File: config.mk
export PLATFORM = sky130hd
export DESIGN_NAME = id
export DESIGN_NICKNAME = d
export VERILOG_FILES = /design/src/rtl/id_pkg.sv /design/src/rtl/id_regfile.sv /design/src/rtl/id.sv
export SDC_FILE = /design/constraint.sdc
export NUM_CORES = 1
export LEC_CHECK = 0
export BUFFER_PORTS_ARGS = -buffer_cell sky130_fd_sc_hd__buf_2
export CAP_MARGIN = 0
export CORE_ASPECT_RATIO = 0.5
export CORE_MARGIN = 2
export CORE_UTILIZATION = 40
export CTS_BUF_LIST = sky130_fd_sc_hd__clkbuf_8
export DETAILED_ROUTE_END_ITERATION = 10
export MAX_ROUTING_LAYER = met4
export PLACE_DENSITY = 0.72
export SYNTH_ARGS = -nofsm -noshare
export SYNTH_HDL_FRONTEND = slang
export SYNTH_SLANG_ARGS = --single-unit
File: constraint.sdc
create_clock -name clock -period 2.2 [get_ports clock]
set_input_delay 0.11 -clock clock [delete_from_list [all_inputs] [get_ports clock]]
set_output_delay 0.11 -clock clock [all_outputs]
set_load 0.005 [all_outputs]
File: src/rtl/id_pkg.sv
// Shared decode constants for the 8-bit core: opcodes, ALU function codes, strobe bundle.
// Latency: n/a (types and constants only).
// Backpressure: n/a.
package id_pkg;

  localparam int NREG = 4;

  // Opcode field inst[7:5]
  localparam logic [2:0] OP_ALU   = 3'b000;
  localparam logic [2:0] OP_ADDI  = 3'b001;
  localparam logic [2:0] OP_LOAD  = 3'b010;
  localparam logic [2:0] OP_STORE = 3'b011;
  localparam logic [2:0] OP_JUMP  = 3'b100;
  localparam logic [2:0] OP_BEQ   = 3'b101;
  localparam logic [2:0] OP_BNE   = 3'b110;
  localparam logic [2:0] OP_IO    = 3'b111;

  // ALU function codes, shared with execute
  localparam logic [2:0] F_ADD = 3'b000;
  localparam logic [2:0] F_SUB = 3'b001;
  localparam logic [2:0] F_AND = 3'b010;
  localparam logic [2:0] F_OR  = 3'b011;
  localparam logic [2:0] F_XOR = 3'b100;
  localparam logic [2:0] F_NOT = 3'b101;
  localparam logic [2:0] F_SHL = 3'b110;
  localparam logic [2:0] F_SHR = 3'b111;

  // Control strobes handed to execute
  typedef struct packed {
    logic j;
    logic jc;
    logic ina;
    logic rm;
    logic wm;
    logic sin;
    logic sout;
    logic wrout;
    logic neq;
  } strb_t;

endpackage

File: src/rtl/id_regfile.sv
// 4x8 general register file: one combinational read port, one synchronous write port.
// Latency: read is zero-cycle; a write is visible after the rising edge (no bypass).
// Backpressure: none; a write is accepted on every enabled edge.
module id_regfile
  import id_pkg::*;
(
  input  logic       clock,
  input  logic       reset_n,
  input  logic       we,
  input  logic [1:0] waddr,
  input  logic [7:0] wdata,
  input  logic [1:0] raddr,
  output logic [7:0] rdata
);

  logic [7:0] regs [NREG];

  // Register array: async clear, write on rising edge when enabled
  always_ff @(posedge clock or negedge reset_n) begin
    if (!reset_n) begin
      for (int i = 0; i < NREG; i++) regs[i] <= '0;
    end else if (we) begin
      regs[waddr] <= wdata;
    end
  end

  assign rdata = regs[raddr];

endmodule

File: src/rtl/id.sv
// Instruction decode: ALU function, sign-extended immediate, control strobes, register read/write.
// Latency: all outputs combinational from inputs; register writes land at the rising edge.
// Backpressure: none; one instruction decoded per cycle, no stall path.
module id
  import id_pkg::*;
(
  input  logic       clock,
  input  logic       reset_n,
  input  logic [7:0] PC,
  input  logic [7:0] inst,
  input  logic [7:0] data,
  input  logic       WR,
  output logic [7:0] regVal,
  output logic [7:0] extsinal,
  output logic [2:0] funct,
  output logic       J,
  output logic       JC,
  output logic       INA,
  output logic       RM,
  output logic       WM,
  output logic       SIN,
  output logic       SOUT,
  output logic       WROut,
  output logic       NEQ,
  output logic [7:0] PCout
);

  logic [2:0] opcode;
  logic [2:0] sub;
  logic [1:0] rs;
  logic [4:0] imm5;
  logic [7:0] rf_rdata;
  strb_t      strb_dec;
  strb_t      strb_out;

  assign opcode = inst[7:5];
  assign sub    = inst[4:2];
  assign rs     = inst[1:0];
  assign imm5   = inst[4:0];

  // Register file; write address is rs of the instruction currently presented
  id_regfile u_regfile (
    .clock   (clock),
    .reset_n (reset_n),
    .we      (WR),
    .waddr   (rs),
    .wdata   (data),
    .raddr   (rs),
    .rdata   (rf_rdata)
  );

  // Opcode decode into ALU function and raw strobes
  always_comb begin
    strb_dec = '0;
    funct    = F_ADD;
    case (opcode)
      OP_ALU: begin
        funct          = sub;
        strb_dec.wrout = 1'b1;
      end
      OP_ADDI: begin
        strb_dec.ina   = 1'b1;
        strb_dec.wrout = 1'b1;
      end
      OP_LOAD: begin
        strb_dec.ina   = 1'b1;
        strb_dec.rm    = 1'b1;
        strb_dec.wrout = 1'b1;
      end
      OP_STORE: begin
        strb_dec.ina = 1'b1;
        strb_dec.wm  = 1'b1;
      end
      OP_JUMP: begin
        strb_dec.j = 1'b1;
      end
      OP_BEQ: begin
        funct       = F_SUB;
        strb_dec.jc = 1'b1;
      end
      OP_BNE: begin
        funct        = F_SUB;
        strb_dec.jc  = 1'b1;
        strb_dec.neq = 1'b1;
      end
      OP_IO: begin
        if (!inst[4]) begin
          strb_dec.sin   = 1'b1;
          strb_dec.wrout = 1'b1;
        end else begin
          strb_dec.sout = 1'b1;
        end
      end
      default: begin
        strb_dec = '0;
      end
    endcase
  end

  // Reset gating: strobes and register read are held at zero while reset is low
  always_comb begin
    strb_out = reset_n ? strb_dec : '0;
    regVal   = reset_n ? rf_rdata : 8'h00;
  end

  assign J     = strb_out.j;
  assign JC    = strb_out.jc;
  assign INA   = strb_out.ina;
  assign RM    = strb_out.rm;
  assign WM    = strb_out.wm;
  assign SIN   = strb_out.sin;
  assign SOUT  = strb_out.sout;
  assign WROut = strb_out.wrout;
  assign NEQ   = strb_out.neq;

  assign extsinal = {{3{imm5[4]}}, imm5};
  assign PCout    = PC + 8'd1;

endmodule

==> qor.csv, run 1 <==
stage,metric,value,unit
power_and_ir_drop,Clock power frac,29.8,%
synth,"EDFF count, synth",0,
critical_path,critical path arrival,1.46,ns
place,Placer Congestion,0.874,
timing,setup TNS,0,ns
floorplanning,row cnt,17,
timing,Rel. slew slack,67.0,%
floorplanning,die width,98.5,um
clock_tree,worst skew pair latency,0.29,ns
synth,Yosys cell types,25,
clock_tree,Post-CTS Resized,0,
timing,Fin Clk Skew,0,ns
cells_and_area,n_diodes,0,
critical_path,CP Capture Type,output port,
detailed_routing,WL final,3.67,mm
synth,syn_area_per_cell,13.0,um2
clock_tree,CTS buffer count,5,
power_and_ir_drop,P_leak,1.07,nW
timing,fin crit period,1.57,ns
timing,# setup viols final,0,
cells_and_area,max reg flops,32,
synth,Post-Syn Nets,165,
cells_and_area,nets,225,
power_and_ir_drop,PwrDens,711,nW/um2
grt,grt ovf,0,
critical_path,WP data required,2.09,ns
detailed_routing,drt via density,5.03,
clock_tree,CTS tree,yes,
detailed_routing,Antenna Nets Post-Route,0,
detailed_routing,Residual DRC,0,
cells_and_area,Top reg by flops,u_regfile.regs,
place,Buffers on Ports,62,
floorplanning,Total Die Area,5050,um2
critical_path,Critical Path Source Type,register,
timing,RSZ-0062 raised after global routing,false,
floorplanning,Die Y,51.2,um
synth,Post-synth top flop,dfrtp_1,
min_path,worst hold path type,input pin to register,
synth,register area share after synthesis,44.8,%
timing,final worst path period share,71.3,%
power_and_ir_drop,Gate power share,22.0,%
detailed_routing,DR pass1 iterations,4,
power_and_ir_drop,Max VDD drop,0.000327,V
power_and_ir_drop,Pwr Total,1.56,mW
critical_path,Setup CP Type,register to output port,
cells_and_area,area delta synth->final,23.2,%
power_and_ir_drop,internal power,1.16,mW
power_and_ir_drop,Switch Pwr,0.403,mW
flow_run,Max-Cap Viols,0,
clock_tree,CTS H-tree depth,2,
critical_path,Critical Path Fanout Max,2,
detailed_routing,WL/cell,14.4,um
place,Detailed Place HPWL,2.77,mm
power_and_ir_drop,Reg power frac,48.2,%
synth,Synth Instances,137,
timing,max-slew violations,0,
grt,pin count of the biggest net entering global routing,21,
detailed_routing,Initial DRC Count,54,
power_and_ir_drop,Switching Fraction,25.8,%
status,outcome,"finished, final reports clean",
grt,vias in the first global route,1240,
synth,"area leader, netlist",dfrtp_1,
timing,Final Hold Fails,0,
synth,share of the synthesized area in the top cell type,44.8,%
synth,Syn Std Cell Area,1790,um2
place,area post-placement,2100,um2
synth,Commonest cells post-synth,"dfrtp_1, mux2_2, and2_1",
synth,flop and latch count out of synthesis,32,
cells_and_area,"Design Area, Final",2200,um2
clock_tree,Max clock buf depth,2,
floorplanning,initial core utilization,41.1,%
grt,first-pass GRT wire length,6.08,mm
cells_and_area,fraction of layout cells with a size suffix above 1,54.5,%
clock_tree,root buffer cell,clkbuf_8,
clock_tree,clock sinks,32,
floorplanning,boundary pin count,63,
timing,Slew @ Worst Pin,0.495,ns
floorplanning,Core Footprint,4340,um2
synth,Synthesis Warnings,0,
cells_and_area,Largest regs,u_regfile.regs (32),
timing,f_max,638,MHz
grt,GRT Util Overall,16.4,%
detailed_routing,vias,1283,
synth,ys async rst share,100,%
synth,Synth area leaders,"dfrtp_1, mux2_2, mux4_1",
clock_tree,Clock Pin Slew Worst Setup and Hold Paths,0.06,ns
grt,number of antenna violations at the first check in global routing,0,
==> critical path, stage by stage, from the launching register on <==
cell     delay (ns)
dfrtp_1        0.37
mux4_1         0.51
and2_1         0.17
buf_2          0.12
==> cell families (layout without fill, tap and decap cells) <==
logic type,after synthesis,count (layout),synth area share (%)
and+or+nand+nor,38,38,12.7
AOI/OAI and AO/OA,5,5,1.61
xor gates and xnor gates,6,6,2.94
DFF,32,32,44.8
adders and majority gates,1,1,0.701
buffers and inverters,15,76,5.47
muxes,40,40,31.7
==> repair_timing <==
item / in CTS / in global routing
buffers inserted: 0 / 0
hold buffers: 1 / 0
endpoints found under the hold margin: 32 / 0
==> stage by stage <==
step,worst slack [ns],util [%],hold WS (ns),std cells
final,0.632,50.7,0.0924,255
after global routing,0.573,50.7,0.0990,255
after CTS,0.613,50.7,0.0865,255
after detailed placement,0.741,48.3,0.199,246
after global placement,0.786,48.3,0.183,246
after floorplan,1.11,-,-0.186,137
==> placed cells by master, fill, tap and decap left out, types with 4 or more instances in the layout <==
cell type  netlist  routed
buf_2            0      62
mux2_2          32      32
dfrtp_1         32      32
and2_1          10      10
mux4_1           7       7
nor3_1           6       6
nor2_1           6       6
clkbuf_8         0       6
nand2_1          5       5
inv_1            3       4
xor2_1           4       4
==> per-layer routing <==
metal	GRT usage (%)	up-vias	routed length, um	part of all wire (%)
met5	-	-	0	0
met4	8.45	0	77	2.1
met3	3.69	7	243	6.6
met2	27.8	48	1770	48
met1	18.8	620	1580	43
li1	-	608	-	-
==> cell type report <==
type	count	area [um2]
repair buffers	65	335
clock buffers	6	82.6
well taps	57	71.3
flip-flops and latches	32	801
inverters	3	11.3
fillers	360	2140
multi-input cells	90	887
clock inverters	2	11.3
==> worst paths after layout <==
kind | startpoint | endpoint | slack [ns] | cells past startpoint
worst max-delay path | u_regfile.regs[23] | regVal[7] | 0.63 | 3
worst min-delay path | data[5] | u_regfile.regs[13] | 0.09 | 2
worst max register to register | u_regfile.regs[28] | u_regfile.regs[28] | 1.42 | 1
worst min register to register | u_regfile.regs[26] | u_regfile.regs[26] | 0.50 | 1
max in group asynchronous | reset_n | u_regfile.regs[20] | 1.56 | 3
min in group asynchronous | reset_n | u_regfile.regs[24] | 0.44 | 3
==> power groups by stage <==
stage	registers (mW)	logic (mW)	clock network (mW)
after floorplan	0.740	0.236	0
after global placement	0.754	0.334	0
after detailed placement	0.764	0.349	0
after CTS	0.753	0.351	0.477
after global routing	0.769	0.380	0.504
final	0.753	0.345	0.466
(Power assumes the default switching activity.)
==> inputs of run 2 (changes only) <==
--- a/config.mk
+++ b/config.mk
@@ -5,6 +5,7 @@
 export SDC_FILE = /design/constraint.sdc
 export NUM_CORES = 1
 export LEC_CHECK = 0
+export ABC_AREA = 1
 export BUFFER_PORTS_ARGS = -buffer_cell sky130_fd_sc_hd__buf_2
 export CAP_MARGIN = 0
 export CORE_ASPECT_RATIO = 0.5
@@ -13,7 +14,7 @@
 export CTS_BUF_LIST = sky130_fd_sc_hd__clkbuf_8
 export DETAILED_ROUTE_END_ITERATION = 10
 export MAX_ROUTING_LAYER = met4
-export PLACE_DENSITY = 0.72
+export PLACE_DENSITY = 0.74
 export SYNTH_ARGS = -nofsm -noshare
 export SYNTH_HDL_FRONTEND = slang
 export SYNTH_SLANG_ARGS = --single-unit
==> constraint.sdc (replaced) <==
create_clock -name clock -period 1.3 [get_ports clock]
set_input_delay 0.065 -clock clock [delete_from_list [all_inputs] [get_ports clock]]
set_output_delay 0.065 -clock clock [all_outputs]
set_load 0.005 [all_outputs]
==> run 2 against run 1 <==
Compared with the run above: clock power rose by 71%; non-clock buffer count up 2; combinational power grew 62%.
==> qor.csv, run 2 <==
stage,metric,value,unit,change
synth,share of the synthesized area in the top cell type,42.3,%,-2.6 points
detailed_routing,vias,1785,,+39%
clock_tree,Clock Pin Slew Worst Setup and Hold Paths,0.07,ns,about the same
critical_path,crit-path leading delay family,flip-flops,,
critical_path,Critical Path Fanout Max,2,,unchanged
status,outcome,"finished, final reports clean",,
critical_path,Setup CP Type,register to output port,,
cells_and_area,area delta synth->final,19.6,%,
clock_tree,Setup Buffers After CTS,0,,unchanged
detailed_routing,Initial DRC Count,57,,+5.6%
critical_path,Worst path most repeated cell,nor2_1,,
critical_path,Critical Path Slowest Stage Cell,dfrtp_1,,
synth,Synthesis Warnings,0,,unchanged
timing,fin crit period,1.18,ns,
critical_path,CP Capture Type,output port,,
grt,GRT Util Overall,18.9,%,+2.5 points
flow_run,Max-Cap Viols,0,,unchanged
critical_path,Crit. path cell count,5,,+2
clock_tree,Post-CTS Resized,0,,unchanged
grt,number of antenna violations at the first check in global routing,0,,unchanged
cells_and_area,fraction of layout cells with a size suffix above 1,30.0,%,-25 points
min_path,Hold Crit Endpoint,u_regfile.regs[1],,
grt,pin count of the biggest net entering global routing,33,,+57%
critical_path,flop-to-flop setup slack,0.65,ns,-0.77 ns
synth,ys async rst share,100,%,unchanged
critical_path,max incr delay on CP,0.38,ns,-0.13 ns
cells_and_area,"most common cell after layout, fill and taps aside",nand2_1,,
clock_tree,CTS buffer count,5,,unchanged
synth,syn_area_per_cell,7.76,um2,-40%
place,Placed Cells,351,,+43%
timing,# setup viols final,0,,unchanged
critical_path,critical path arrival,1.12,ns,-0.34 ns
timing,setup TNS,0,ns,unchanged
critical_path,CP cell instances,"nand3_1, nand2_1, nor2_1, nor2_1, buf_2",,
synth,"area leader, netlist",dfrtp_1,,
clock_tree,CTS H-tree depth,2,,unchanged
synth,flop and latch count out of synthesis,32,,unchanged
min_path,hold_sp,data[1],,
grt,grt ovf,0,,unchanged
detailed_routing,DR pass1 iterations,6,,+2
critical_path,Crit path buffers/inverters,1,,unchanged
cells_and_area,Largest regs,u_regfile.regs (32),,
critical_path,FF-to-FF Start,u_regfile.regs[4],,
synth,Synth area leaders,"dfrtp_1, nand2_1, nand3_1",,
power_and_ir_drop,Max VDD drop,0.000497,V,+52%
cells_and_area,nets,330,,+47%
floorplanning,Core Footprint,4470,um2,+2.9%
cells_and_area,multi-input logic area,876,um2,-1.3%
detailed_routing,Antenna Nets Post-Route,0,,unchanged
synth,Post-synth top flop,dfrtp_1,,
cells_and_area,Top reg by flops,u_regfile.regs,,
timing,RSZ-0062 raised after global routing,false,,
synth,"EDFF count, synth",0,,unchanged
timing,Final Hold Fails,0,,unchanged
cells_and_area,final cell count without fillers,360,,+41%
critical_path,Critical R2R Capture,u_regfile.regs[4],,
cells_and_area,max reg flops,32,,unchanged
floorplanning,row cnt,17,,unchanged
synth,Post-Syn Nets,272,,+65%
floorplanning,boundary pin count,63,,unchanged
min_path,worst hold path type,input pin to register,,
clock_tree,CTS tree,yes,,
place,Detailed Place HPWL,3.32,mm,+20%
power_and_ir_drop,PwrDens,1150,nW/um2,+61%
floorplanning,initial core utilization,42.4,%,+1.3 points
clock_tree,worst skew pair latency,0.29,ns,about the same
clock_tree,root buffer cell,clkbuf_8,,
synth,Commonest cells post-synth,"nand2_1, dfrtp_1, nand3_1, nor2_1, o21ai_1",,
synth,Yosys cell types,20,,-20%
power_and_ir_drop,P_leak,1.26,nW,+18%
critical_path,WP data required,1.24,ns,-0.85 ns
timing,Slew @ Worst Pin,0.414,ns,-0.0810 ns
timing,max-slew violations,0,,unchanged
cells_and_area,n_diodes,0,,unchanged
grt,vias in the first global route,1681,,+36%
floorplanning,Total Die Area,5340,um2,+5.7%
clock_tree,clock sinks,32,,unchanged
floorplanning,Die Y,52.7,um,+2.8%
timing,Rel. slew slack,72.4,%,+5.4 points
cells_and_area,FF+latch area,801,um2,unchanged
place,Placer Congestion,0.845,,-3.3%
clock_tree,Max clock buf depth,2,,unchanged
synth,most frequent cell after synthesis,nand2_1,,
timing,Fin Clk Skew,0,ns,unchanged
detailed_routing,WL/cell,12.4,um,-13%
place,Buffers on Ports,62,,unchanged
synth,register area share after synthesis,42.3,%,-2.6 points
grt,first-pass GRT wire length,7.38,mm,+21%
cells_and_area,fill cell count,448,,+24%
floorplanning,die width,101,um,+2.9%
timing,f_max,846,MHz,
synth,Syn Std Cell Area,1890,um2,+6.1%
synth,Synth Instances,244,,+78%
cells_and_area,most frequent cells in the layout,"nand2_1, buf_2, dfrtp_1",,
critical_path,Critical Path Source Type,register,,
min_path,worst hold stages,3,,+1
detailed_routing,drt via density,4.96,,-1.5%
timing,final worst path period share,90.9,%,
detailed_routing,WL final,4.48,mm,+22%
critical_path,reg2reg path depth,2,,+1
detailed_routing,Residual DRC,0,,unchanged
[run 2: cell types whose count changed in the layout (fill, tap and decap cells not counted), moves of 6 or more]
| cell | previous run | this run |
|---|---|---|
| mux2_2 | 32 | 0 |
| nor2_1 | 6 | 29 |
| inv_1 | 4 | 17 |
| o21ai_1 | 0 | 22 |
| nand3_1 | 3 | 29 |
| nand2_1 | 5 | 71 |
| nor3_1 | 6 | 0 |
| o21ai_2 | 0 | 10 |
| mux4_1 | 7 | 0 |
| and2_1 | 10 | 0 |
[run 2: area by class of cell]
| type | count | share of cell area, % |
|---|---|---|
| clock buffer | 6 | 3.64 |
| clock inverter | 2 | 0.442 |
| inverter | 20 | 3.31 |
| multi-input combinational | 176 | 38.7 |
| sequential | 32 | 35.3 |
| tap | 57 | 3.15 |
| timing repair buffer | 67 | 15.5 |
[run 2: per-layer routing]
layer | routed length, um | global-route usage, % | share of wire (%) | up-vias
li1 | - | - | - | 895
met1 | 2060 | 20.8 | 46 | 823
met2 | 2110 | 34.4 | 47 | 62
met3 | 263 | 4.80 | 5.9 | 5
met4 | 47 | 5.41 | 1.0 | 0
met5 | 0 | - | 0 | -
[run 2: repair_timing]
item                                   in CTS  in global routing
setup endpoints to repair                   0                  0
endpoints found under the hold margin      32                  0
hold buffers                                1                  0
[run 2: cell families (layout without fill, tap and decap cells)]
group                    Yosys count  count (layout)  synth area share [%]
adder cells (fa/ha/maj)            1               1                 0.660
flip-flops                        32              32                  42.3
AND/OR/NAND/NOR                  137             137                  33.0
XOR/XNOR                           3               3                  1.39
AO/OA/AOI/OAI                     35              35                  11.2
buffers and inverters             36              95                  11.5
[run 2: power by group]
group          switching, mW  internal (mW)
clock network          0.374          0.422
logic                  0.323          0.236
registers             0.0919           1.15
total                  0.789           1.81
[run 2: stage by stage]
step           worst slack (ns)  utilization [%]  cell area [um2]  hold WS, ns  power, mW
2_1_floorplan             0.500                -             1890       -0.231       1.62
3_3_place_gp              0.173             48.4             2160        0.243       1.80
3_5_place_dp              0.173             48.4             2160        0.256       1.83
4_1_cts                   0.109             50.7             2270       0.0772       2.62
5_1_grt                  0.0265             50.7             2270       0.0803       2.77
6_report                  0.118             50.7             2270       0.0753       2.60
[run 2: tightest hold or removal path, delay by kind of cell]
kind | cells | cell delay [ns]
compound gates | 1 | 0.13
buf+inv | 2 | 0.15
[run 2: how the worst max path moves through the flow]
stage | slack, ns | startpoint | end
after floorplan | 0.50 | inst[0] | u_regfile.regs[30]
after global placement | 0.17 | inst[0] | regVal[5]
after detailed placement | 0.17 | inst[0] | regVal[5]
after CTS | 0.11 | u_regfile.regs[7] | regVal[7]
after global routing | 0.03 | u_regfile.regs[6] | regVal[6]
final | 0.12 | u_regfile.regs[0] | regVal[0]
